### src/rtl/mem_pkg.sv
// Shared definitions for the load/store unit: RV32I width codes, FSM states
// and the helpers that map a byte offset onto a word lane.
package mem_pkg;

  localparam logic [2:0] F3_B  = 3'b000;
  localparam logic [2:0] F3_H  = 3'b001;
  localparam logic [2:0] F3_W  = 3'b010;
  localparam logic [2:0] F3_BU = 3'b100;
  localparam logic [2:0] F3_HU = 3'b101;

  typedef enum logic [2:0] {
    IDLE,
    RD_ISSUE,
    RD_CAPTURE,
    WR_ISSUE,
    DONE
  } state_t;

  // A byte lane is 8 bits wide, so lane n starts at bit n << LANE_SHIFT.
  localparam int unsigned LANE_SHIFT = 3;

  function automatic logic [4:0] lane_shift(input logic [1:0] off);
    return 5'(off) << LANE_SHIFT;
  endfunction

  function automatic logic misaligned(input logic [2:0] f3, input logic [1:0] off);
    logic bad;
    bad = 1'b0;
    case (f3[1:0])
      2'b01:   bad = off[0];
      2'b10:   bad = (off != 2'b00);
      default: bad = 1'b0;
    endcase
    return bad;
  endfunction

  function automatic logic funct3_legal(input logic [2:0] f3, input logic is_load);
    logic ok;
    ok = 1'b0;
    case (f3)
      F3_B, F3_H, F3_W: ok = 1'b1;
      F3_BU, F3_HU:     ok = is_load;
      default:          ok = 1'b0;
    endcase
    return ok;
  endfunction

endpackage

### src/rtl/mem_lane_unit.sv
// Combinational lane logic: picks and extends a byte/half out of a RAM word for
// loads, and merges store data into the addressed lane for sub-word stores.
module mem_lane_unit
  import mem_pkg::*;
(
  input  logic [31:0] word_i,
  input  logic [1:0]  byteOff_i,
  input  logic [2:0]  funct3_i,
  input  logic [31:0] wdata_i,
  output logic [31:0] loadData_o,
  output logic [31:0] storeData_o
);

  logic [7:0]  byteLane;
  logic [15:0] halfLane;
  logic [4:0]  byteShift;
  logic [4:0]  halfShift;

  always_comb begin
    byteLane  = 8'h00;
    halfLane  = 16'h0000;
    byteShift = lane_shift(byteOff_i);
    halfShift = lane_shift({byteOff_i[1], 1'b0});

    case (byteOff_i)
      2'd0:    byteLane = word_i[7:0];
      2'd1:    byteLane = word_i[15:8];
      2'd2:    byteLane = word_i[23:16];
      default: byteLane = word_i[31:24];
    endcase

    halfLane = byteOff_i[1] ? word_i[31:16] : word_i[15:0];
  end

  always_comb begin
    loadData_o = word_i;
    case (funct3_i)
      F3_B:    loadData_o = {{24{byteLane[7]}}, byteLane};
      F3_BU:   loadData_o = {24'h000000, byteLane};
      F3_H:    loadData_o = {{16{halfLane[15]}}, halfLane};
      F3_HU:   loadData_o = {16'h0000, halfLane};
      default: loadData_o = word_i;
    endcase
  end

  // Sub-word stores keep every lane of the old word except the addressed one.
  always_comb begin
    storeData_o = wdata_i;
    case (funct3_i)
      F3_B:    storeData_o = (word_i & ~(32'h0000_00FF << byteShift))
                           | ({24'h000000, wdata_i[7:0]} << byteShift);
      F3_H:    storeData_o = (word_i & ~(32'h0000_FFFF << halfShift))
                           | ({16'h0000, wdata_i[15:0]} << halfShift);
      default: storeData_o = wdata_i;
    endcase
  end

endmodule

### src/rtl/mem_handler.sv
// Load/store unit sitting in front of the single-port word RAM. Turns one
// byte-addressed CPU access into word reads/writes, with RMW for sub-word stores.
module mem_handler
  import mem_pkg::*;
#(
  parameter int ADDR_W = 5
) (
  input  logic              clk,
  input  logic              nRst,
  input  logic              mem_read,
  input  logic              mem_write,
  input  logic [2:0]        funct3,
  input  logic [31:0]       addr,
  input  logic [31:0]       wdata,
  output logic [31:0]       rdata,
  output logic              busy,
  output logic              done,
  output logic              err,
  output logic [ADDR_W-1:0] ram_addr,
  output logic [31:0]       ram_wdata,
  output logic              ram_we,
  output logic              ram_re,
  input  logic [31:0]       ram_rdata
);

  state_t            state_q;
  logic [ADDR_W+1:0] latAddr_q;
  logic [2:0]        latFunct3_q;
  logic [31:0]       latWdata_q;
  logic              isStore_q;
  logic [31:0]       rdata_q;
  logic [31:0]       ramWdata_q;
  logic              ramWe_q;
  logic              ramRe_q;
  logic              done_q;
  logic              err_q;

  logic              request_d;
  logic              reject_d;
  logic              accept_d;
  logic [31:0]       laneLoad;
  logic [31:0]       laneStore;

  // Request screening: anything ambiguous, misaligned, out of range or with a
  // width code that makes no sense for the direction is bounced with err.
  always_comb begin
    request_d = mem_read | mem_write;
    reject_d  = 1'b0;
    if (request_d) begin
      reject_d = (mem_read & mem_write)
               | ~funct3_legal(funct3, mem_read)
               | misaligned(funct3, addr[1:0])
               | (addr[31:ADDR_W+2] != '0);
    end
    accept_d = request_d & ~reject_d;
  end

  mem_lane_unit u_lane (
    .word_i      (ram_rdata),
    .byteOff_i   (latAddr_q[1:0]),
    .funct3_i    (latFunct3_q),
    .wdata_i     (latWdata_q),
    .loadData_o  (laneLoad),
    .storeData_o (laneStore)
  );

  // Strobes and pulses default low every cycle; each state raises only what it owns.
  always_ff @(posedge clk or negedge nRst) begin
    if (!nRst) begin
      state_q     <= IDLE;
      latAddr_q   <= '0;
      latFunct3_q <= 3'b000;
      latWdata_q  <= 32'h0;
      isStore_q   <= 1'b0;
      rdata_q     <= 32'h0;
      ramWdata_q  <= 32'h0;
      ramWe_q     <= 1'b0;
      ramRe_q     <= 1'b0;
      done_q      <= 1'b0;
      err_q       <= 1'b0;
    end else begin
      ramWe_q <= 1'b0;
      ramRe_q <= 1'b0;
      done_q  <= 1'b0;
      err_q   <= 1'b0;
      case (state_q)
        IDLE: begin
          if (accept_d) begin
            latAddr_q   <= addr[ADDR_W+1:0];
            latFunct3_q <= funct3;
            latWdata_q  <= wdata;
            isStore_q   <= mem_write;
            if (mem_write && (funct3 == F3_W)) begin
              ramWdata_q <= wdata;
              ramWe_q    <= 1'b1;
              state_q    <= WR_ISSUE;
            end else begin
              ramRe_q <= 1'b1;
              state_q <= RD_ISSUE;
            end
          end else if (reject_d) begin
            err_q <= 1'b1;
          end
        end
        RD_ISSUE: begin
          state_q <= RD_CAPTURE;
        end
        RD_CAPTURE: begin
          if (isStore_q) begin
            ramWdata_q <= laneStore;
            ramWe_q    <= 1'b1;
            state_q    <= WR_ISSUE;
          end else begin
            rdata_q <= laneLoad;
            done_q  <= 1'b1;
            state_q <= DONE;
          end
        end
        WR_ISSUE: begin
          done_q  <= 1'b1;
          state_q <= DONE;
        end
        DONE: begin
          state_q <= IDLE;
        end
        default: begin
          state_q <= IDLE;
        end
      endcase
    end
  end

  assign rdata     = rdata_q;
  assign busy      = (state_q != IDLE);
  assign done      = done_q;
  assign err       = err_q;
  assign ram_addr  = latAddr_q[ADDR_W+1:2];
  assign ram_wdata = ramWdata_q;
  assign ram_we    = ramWe_q;
  assign ram_re    = ramRe_q;

  // The RAM port is shared, so a read and a write strobe can never coexist.
  assert property (@(posedge clk) disable iff (!nRst) !(ram_we && ram_re));
  assert property (@(posedge clk) disable iff (!nRst) done |=> !done);
  assert property (@(posedge clk) disable iff (!nRst) err |-> !busy);

endmodule

### config.mk
export PLATFORM = sky130hd
export DESIGN_NAME = mem_handler
export DESIGN_NICKNAME = d
export VERILOG_FILES = /design/src/rtl/mem_pkg.sv /design/src/rtl/mem_lane_unit.sv /design/src/rtl/mem_handler.sv
export SDC_FILE = /design/constraint.sdc
export NUM_CORES = 1
export LEC_CHECK = 0
export CAP_MARGIN = 30
export CORE_MARGIN = 2
export CORE_UTILIZATION = 45
export CTS_BUF_LIST = sky130_fd_sc_hd__clkbuf_16
export DETAILED_ROUTE_END_ITERATION = 7
export PLACE_DENSITY = 0.76
export SLEW_MARGIN = 10
export SYNTH_ARGS = -nofsm -noshare
export SYNTH_HDL_FRONTEND = slang
export SYNTH_SLANG_ARGS = --single-unit
export TNS_END_PERCENT = 30
### constraint.sdc
create_clock -name clk -period 2.2 [get_ports clk]
set_input_delay 0.44 -clock clk [delete_from_list [all_inputs] [get_ports clk]]
set_output_delay 0.44 -clock clk [all_outputs]
set_load 0.05 [all_outputs]
[Word-level counts from Yosys, hierarchy flattened]
Cells that the tools add are included.
Storage, ports and cells
  flip-flop bits (word level): 114
  bits in latches: 0
  memory bits (writable): 0
  bits in read-only memories: 0
  output and inout port bits: 74
  logic and storage cells: 90
  memories kept: 0
Cells by class
  add/sub/neg operators: 0
  $mul: 0
  div/mod/pow operators: 0
  magnitude comparators: 0
  equal/unequal tests: 17
  shift-type cells: 4
  muxes and demuxes: 29
  bitwise logic cells: 15
  reduce and logical (&&, ||, !) cells: 14
Operator list (count)
  $pmux W32 S2: 2
  $pmux W32 S4: 1
  $mux W32: 3
  $and A32 B32 Y32: 2
  $not A32 Y32: 2
  $or A32 B32 Y32: 2
  $shl A16 B5 Y32: 1
  $shl A16 B5 Y32 const A: 1
  $shl A8 B5 Y32: 1
  $shl A8 B5 Y32 const A: 1
  $reduce_bool A25 Y1: 1
  $pmux W8 S3: 1
  $mux W16: 1
  $mux W1: 13
  $eq A3 B3 Y1 const B: 4
  $pmux W3 S4: 1
  $eq A3 B1 Y1 const B: 3
  $eq A3 B2 Y1 const B: 3
  $logic_not A3 Y1: 3
  $pmux W1 S2: 4
  $mux W3: 2
  $ne A2 B2 Y1 const B: 3
  $eq A2 B1 Y1 const B: 2
  $eq A2 B2 Y1 const B: 2
  12 further kinds: 20

[Depth between registers and ports, before layout]
Gate-level depths: netlist (run 1).
  depth in word-level cells: 13
  mapped depth: 8

[By module]
Synthesis (run 1) repeated with hierarchy kept, for this count alone.
Unflattened totals
  cell total of the unflattened synthesis: 512
  area total of the unflattened synthesis: 6396.1 um^2
Modules (own cells, without submodules)
  mem_handler: instances 1, cells each 313, area each 4867.2 um^2, sequential area each 2852.7 um^2
  mem_lane_unit: instances 1, cells each 199, area each 1529.0 um^2, sequential area each 0.0 um^2

[Worst setup path after synthesis (run 1)]
No wires, ideal clock.
  path type: input -> register
  from: input port funct3[0]
  to: register ramWdata_q[20], in the netlist ram_wdata[20]
  setup time: 0.125 ns
  data arrival time: 2.204 ns
  required time: 2.075 ns
  setup slack: -0.129 ns
  stages on the path: 8
  buffers on the path: 1
  cells stage by stage: inv_1 > ha_1 > nor2b_1 > o311ai_0 > a2111oi_4 > a31oi_4 > buf_6 > mux2_2
Between the ends
  word-level cells in the longest chain between the ends: 13
RTL lines
  start: declaration: RTL line mem_handler.sv:12  | input logic [2:0] funct3,
  $eq A3 B2 Y1, or another cell as far along: RTL line mem_pkg.sv:40, mem_handler.sv:93
  $reduce_or A3 Y1 or $reduce_or A2 Y1 (tied branches): RTL line mem_pkg.sv:40  | case (f3)
  $pmux W1 S2: RTL line mem_pkg.sv:40
  $mux W1: RTL line mem_handler.sv:49  | if (request_d) begin
  $not A1 Y1: RTL line mem_handler.sv:51  | | ~funct3_legal(funct3, mem_read)
  $or A1 B1 Y1: RTL line mem_handler.sv:51
  $or A1 B1 Y1: RTL line mem_handler.sv:52  | | misaligned(funct3, addr[1:0])
  $or A1 B1 Y1: RTL line mem_handler.sv:53  | | (addr[31:ADDR_W+2] != '0);
  $mux W1: RTL line mem_handler.sv:49
  $not A1 Y1: RTL line mem_handler.sv:55  | accept_d = request_d & ~reject_d;
  $and A1 B1 Y1: RTL line mem_handler.sv:55
  $ne A2 B2 Y1 (no line)
  $reduce_and A4 Y1 (no line) (*)
  end signal: assignment: RTL line mem_handler.sv:94  | ramWdata_q <= wdata;
  end signal: assignment: RTL line mem_handler.sv:110  | ramWdata_q <= laneStore;
  end: declaration: RTL line mem_handler.sv:32  | logic [31:0] ramWdata_q;
Mark *: on every way between the ends. The rest lies on a longest branch, timed or not. The select of a mux whose other input is x is not followed.
A chain may end at the register's enable or synchronous reset.

[Worst setup path in the final report (run 1)]
  from: input port funct3[0]
  to: register ramWdata_q[28], in the netlist ram_wdata[28]
Same word-level chain as after synthesis.

==> impl_metrics.csv, run 1 <==
group,metric,value,unit
routing,vias,5799,
die,io-pin-count,177,
cts,path_clk_slew,0.05,ns
layout,synthToLayoutAreaGrowth,48.5,%
logic_synthesis,muxShareOfSynthArea,22.8,%
grt,antenna_found_initial,0,
logic_synthesis,ys_seq_area_share,45.0,%
cts,clock_path_buffers,2,
critical_path,required,2.50,ns
logic_synthesis,synth_top_family_by_area,"multiplexers",
cts,htreeDepth,4,
grt,grt_pass1_wl,32300,µm
die,initial_utilization,45.9,%
die,core_area,0.0138,mm²
critical_path,worstPathMaxFanout,7,
logic_synthesis,ys_types,40,
layout,fill_cells,974,
routing,wl_per_cell,21.0,µm
pwr,leakage,4.54,nW
placed_design,dp_hpwl,15000,µm
layout,antenna_cells,0,
logic_synthesis,synth-simple-area-share,12.1,%
logic_synthesis,synthArstFlopShare,100,%
routing,route.detailed.drc,0,
timing,layout_min_cycle_time,2.14,ns
logic_synthesis,syn_inst,606,
logic_synthesis,synth_top_flop_cell,"dfrtp_1",
grt,gr-total-overflow,0,
grt,grt_usage,29.1,%
grt,grt_pass1_vias,5806,
timing,finalClockSkew,0.00602,ns
die,placementRows,43,
logic_synthesis,syn-num-nets,712,
logic_synthesis,yosys.area.top_type,"dfrtp_1",
timing,tightest_slew,0.660,ns
grt,grt_max_degree,48,
critical_path,worst_setup_path_end_kind,"flop",
timing,finalSetupTns,0,ns
timing,fin_crit_sh,97.3,%
critical_path,start_kind,"input port",
logic_synthesis,yosys_warnings,0,
timing,worst_hold_slack,0.407,ns
cts,cts_tree,"built",
logic_synthesis,synth_xor_area_share,0,%
min_path,hold_path.class,"in2reg",
pwr,ir_drop,0.461,mV
pwr,p_per_area,554,mW/mm²
layout,layout.nets,929,
logic_synthesis,synth_seq_cells,114,
die,die_w,123,µm
logic_synthesis,synth-compound-area-share,14.7,%
die,die_area,0.0151,mm²
timing,fmax,467,MHz
timing,setup_viol_count_final,0,
timing,drv_slew,0,
layout,drive_gt1_share,27.0,%
logic_synthesis,synth-edff-count,0,
routing,drt_first_pass_iters,6,
logic_synthesis,synthAdderAreaFrac,0.592,%
routing,ant_nets,0,
run,maxCapViolCount,0,
cts,cts_buffers,17,
logic_synthesis,synthTopCellsByArea,"dfrtp_1 45%, mux2_2 10%, mux2_4 9.5%",
routing,vias_per_cell,5.72,
critical_path,critPathArrivalTime,2.44,ns
critical_path,critical_path_class,"in2reg",
cts,ctsRootBufferMaster,"clkbuf_16",
routing,drtIter0Drc,748,
logic_synthesis,syn_area_per_cell,10.5,µm²
outcome,status,"complete, no violations",
cts,cts_num_sinks,114,
placed_design,port_buffers,176,
timing,hold_viol,0,
logic_synthesis,synth_top_area_share,45.0,%
placed_design,globalplace.congestion,0.910,
die,die_y,123,µm
cts,clk_latency,0.42,ns
logic_synthesis,syn_area,0.00634,mm²
routing,drt-total-wl,21300,µm
timing,relSlewSlack,55.9,%
path summary, 6_finish.rpt:
path                                        to  depth (start not counted)  slack (ns)    startpoint
max in group asynchronous       latWdata_q[10]                          3        1.04          nRst
worst max register to register   ram_wdata[28]                          5        0.10  latAddr_q[1]
min in group asynchronous                 done                          2        0.52          nRst
worst max-delay path             ram_wdata[28]                         12        0.06     funct3[0]
worst min-delay path            latFunct3_q[0]                          3        0.41     funct3[0]
worst min register to register        rdata[3]                          2        0.48      rdata[3]
power breakdown:
group / internal (mW) / switching (mW) / leakage, nW
sequential: 2.12 / 0.00855 / 1.47
combinational: 0.276 / 0.288 / 2.79
clock: 1.61 / 0.925 / 0.277
total: 4.00 / 1.22 / 4.54
cell families (layout without fill, tap and decap cells):
group | Yosys count | count (layout)
muxes | 116 | 116
adders and majority gates | 3 | 3
and+or+nand+nor | 166 | 166
buffers and inverters | 61 | 289
AOI/OAI and AO/OA | 146 | 146
DFF | 114 | 114
what timing repair did:
action	in CTS	in global routing
pin swaps	14	11
gates resized for setup	54	36
endpoints found under the setup margin	75	64
hold buffers	1	0
gates cloned	6	0
hold endpoints to repair	30	0
buffers inserted	7	1
cells in the mapped netlist (8+ instances only):
master	number
a21oi_1	33
inv_1	12
nor2_1	37
mux2_4	40
clkbuf_1	32
mux2_2	59
o21ai_0	63
a221oi_1	15
o22ai_1	8
a211oi_1	10
mux2i_1	16
nand2_1	74
nor2b_1	12
a222oi_1	8
dfrtp_1	114
and3_1	16
layer usage:
layer	track usage [%]	wire (µm)
met4	11.4	700
met2	46.3	10100
met3	7.16	1720
met5	0	0
met1	38.3	8760
layout make-up:
| class | instances | area [µm²] | share of cell area (%) |
|---|---|---|---|
| multi-input cells | 431 | 3290 | 34.9 |
| flip-flops and latches | 114 | 2850 | 30.3 |
| repair buffers | 247 | 2470 | 26.2 |
| clock buffers | 17 | 425 | 4.52 |
| well taps | 180 | 225 | 2.39 |
| clock inverters | 13 | 108 | 1.14 |
| inverters | 12 | 45.0 | 0.478 |
metrics by stage:
| step | power, mW | instances | setup slack, ns | util [%] | cell area (µm²) |
|---|---|---|---|---|---|
| 2_1_floorplan | 2.32 | 606 | -0.0677 | - | 6340 |
| 3_3_place_gp | 2.70 | 970 | -0.596 | 61.8 | 8540 |
| 3_5_place_dp | 2.71 | 970 | -0.670 | 61.8 | 8540 |
| 4_1_cts | 5.24 | 1013 | 0.00274 | 68.0 | 9400 |
| 5_1_grt | 5.38 | 1014 | -0.0433 | 68.1 | 9420 |
| 6_report | 5.22 | 1014 | 0.0585 | 68.1 | 9420 |
worst max-delay path, cell delays in order:
cell and delay (ns):
clkbuf_2 0.11, inv_2 0.06, buf_4 0.12, ha_2 0.19, o311ai_4 0.32, a2111oi_4 0.05, buf_4 0.15, buf_4 0.13
a31oi_4 0.22, buf_6 0.17, buf_12 0.14, mux2_2 0.33
placed cells by master, fill, tap and decap left out, types with 17 or more instances in the layout:
cell type / count
nor2_1: 37
buf_4: 52
a21oi_1: 33
clkdlybuf4s50_1: 146
dfrtp_1: 113
mux2_4: 42
clkbuf_16: 17
nand2_1: 73
mux2_2: 57
o21ai_0: 62
state kept, by name, summed over array words and instances, names as in the netlist:
signal,count
latWdata_q,32
ram_wdata,32
rdata,32
latAddr_q,7
latFunct3_q,3
state_q,3
done,1
err,1
isStore_q,1
ram_re,1
ram_we,1
No activity file was read; power rests on OpenSTA's default activity.
==> run 2: changes to the inputs <==
Settings changed: CORE_UTILIZATION 45 to 46, PLACE_DENSITY 0.76 to 0.77.
==> run 2 against run 1 <==
  * Die area down 2.1%
  * Utilization grew 2.3 points
  * Clock-buffer cell count unchanged
  * Non-clock buffer count fell by 2
  * Maximum frequency decreased by 0.68%
  * Critical path depth rose by 1
  * Global-route usage up 0.74 points
  * Final cell count decreased by 0.39%
  * Clock power shrank 5%
  * Sequential share of layout area increased by 0.069 points
==> impl_metrics.csv, run 2 (synthesized netlist as in run 1, its figures left out) <==
group,metric,value,unit
routing,drtIter0Drc,638,
placed_design,globalplace.congestion,0.964,
timing,finalClockSkew,0.00852,ns
routing,ant_nets,0,
layout,post-route-util,70.4,%
timing,hold_viol,0,
pwr,ir_drop,0.509,mV
cts,cts_num_sinks,114,
critical_path,path_delay_family,"buffers and inverters",
cts,clk_latency,0.42,ns
cts,path_clk_slew,0.05,ns
outcome,status,"complete, no violations",
pwr,p_per_area,541,mW/mm²
grt,grt_pass1_wl,32900,µm
placed_design,placed_cell_area,0.00853,mm²
timing,drv_slew,0,
layout,final_common_cell,"clkdlybuf4s50_1",
cts,cts_tree,"built",
critical_path,worstPathMaxFanout,6,
pwr,power,5.09,mW
layout,synthToLayoutAreaGrowth,48.2,%
cts,ctsRootBufferMaster,"clkbuf_16",
critical_path,critPathArrivalTime,2.46,ns
die,die_w,121,µm
critical_path,slowest_stage,"a2111oi_4",
min_path,hold_path.class,"in2async",
grt,grt_usage,29.9,%
cts,htreeDepth,4,
timing,setup_viol_count_final,0,
timing,fmax,464,MHz
critical_path,required,2.50,ns
cts,cts_buffers,17,
pwr,leakage,4.50,nW
routing,drt_first_pass_iters,6,
critical_path,ff2ff_setup_slack,0.11,ns
layout,design_area,0.00940,mm²
die,placementRows,42,
timing,tightest_slew,0.664,ns
placed_design,place_inst,962,
run,maxCapViolCount,0,
critical_path,start_kind,"input port",
layout,drive_gt1_share,25.9,%
routing,vias_per_cell,5.82,
critical_path,crit_chain,"buf_2 > buf_6 > ha_4 > o21ai_1 > nand2_1 > a2111oi_4 > buf_4 > buf_6 > a31oi_4 > buf_6 > buf_6 > buf_16 > mux2_4",
placed_design,post-place-ws,-0.666,ns
timing,layout_min_cycle_time,2.16,ns
layout,layout.nets,927,
die,initial_utilization,47.5,%
die,die_y,121,µm
critical_path,critical_path_class,"in2reg",
cts,clock_path_buffers,2,
timing,finalSetupTns,0,ns
critical_path,critPathBufInv,7,
routing,wl_per_cell,21.3,µm
grt,grt_pass1_vias,6093,
critical_path,cpPeakStageDelay,0.30,ns
timing,rsz0062_at_grt,"true",
critical_path,worst_setup_path_end_kind,"flop",
placed_design,port_buffers,176,
timing,setup_ws,0.0439,ns
layout,antenna_cells,0,
routing,drt-total-wl,21500,µm
timing,relSlewSlack,55.7,%
grt,antenna_found_initial,0,
routing,route.detailed.drc,0,
die,core_area,0.0133,mm²
layout,layoutNonFillerInstCount,1010,
die,io-pin-count,177,
layout,layout_common_cells,"146 x clkdlybuf4s50_1, 113 x dfrtp_1, 74 x nand2_1, 62 x o21ai_0, 57 x mux2_2",
grt,grt_max_degree,63,
placed_design,dp_hpwl,15000,µm
layout,fill_cells,958,
timing,fin_crit_sh,98.0,%
grt,gr-total-overflow,0,
timing,worst_hold_slack,0.0173,ns
routing,vias,5876,
critical_path,cpMostUsedCell,"buf_6",
die,die_area,0.0147,mm²
[run 2: cell types whose count changed in the layout (fill, tap and decap cells not counted), moves of 3 or more]
cell / change
dlygate4sd2_1: +12
buf_4: -3
clkbuf_2: -8
dlymetal6s2s_1: -4
clkinv_1: +3
[run 2: metal layers]
layer	wire, µm	track usage, %	share of wire [%]	vias up
met4	840	14.9	3.9	0
met3	1860	7.28	8.7	65
met5	0	0	0	-
met2	10300	48.0	48	346
li1	-	-	-	2614
met1	8500	37.6	40	2851
[run 2: timing repair]
item	in CTS	in global routing
hold buffers	0	0
gates resized for setup	64	14
pin swaps	15	10
endpoints found under the setup margin	76	67
gates cloned	6	0
buffers inserted	12	2
[run 2: where the power goes]
group          internal, mW  switching (mW)
Clock                  1.49           0.908
Sequential             2.12         0.00936
Combinational         0.276           0.288
[run 2: worst paths after layout]
kind / startpoint / end / cells past startpoint
worst min register to register: rdata[2] / rdata[2] / 2
worst max-delay path: funct3[0] / ram_wdata[24] / 13
max in group asynchronous: nRst / rdata[21] / 2
worst max register to register: latAddr_q[1] / ram_wdata[23] / 5
min in group clk: funct3[0] / latFunct3_q[0] / 3
worst min-delay path: nRst / ram_re / 2
[run 2: cell type report]
| type | count | area, µm² | area share (%) |
|---|---|---|---|
| clock buffers | 17 | 425 | 4.53 |
| repair buffers | 245 | 2470 | 26.3 |
| clock inverters | 15 | 86.3 | 0.919 |
| well taps | 176 | 220 | 2.34 |
| inverters | 12 | 45.0 | 0.479 |
| flip-flops and latches | 114 | 2850 | 30.4 |
| multi-input cells | 431 | 3290 | 35.0 |
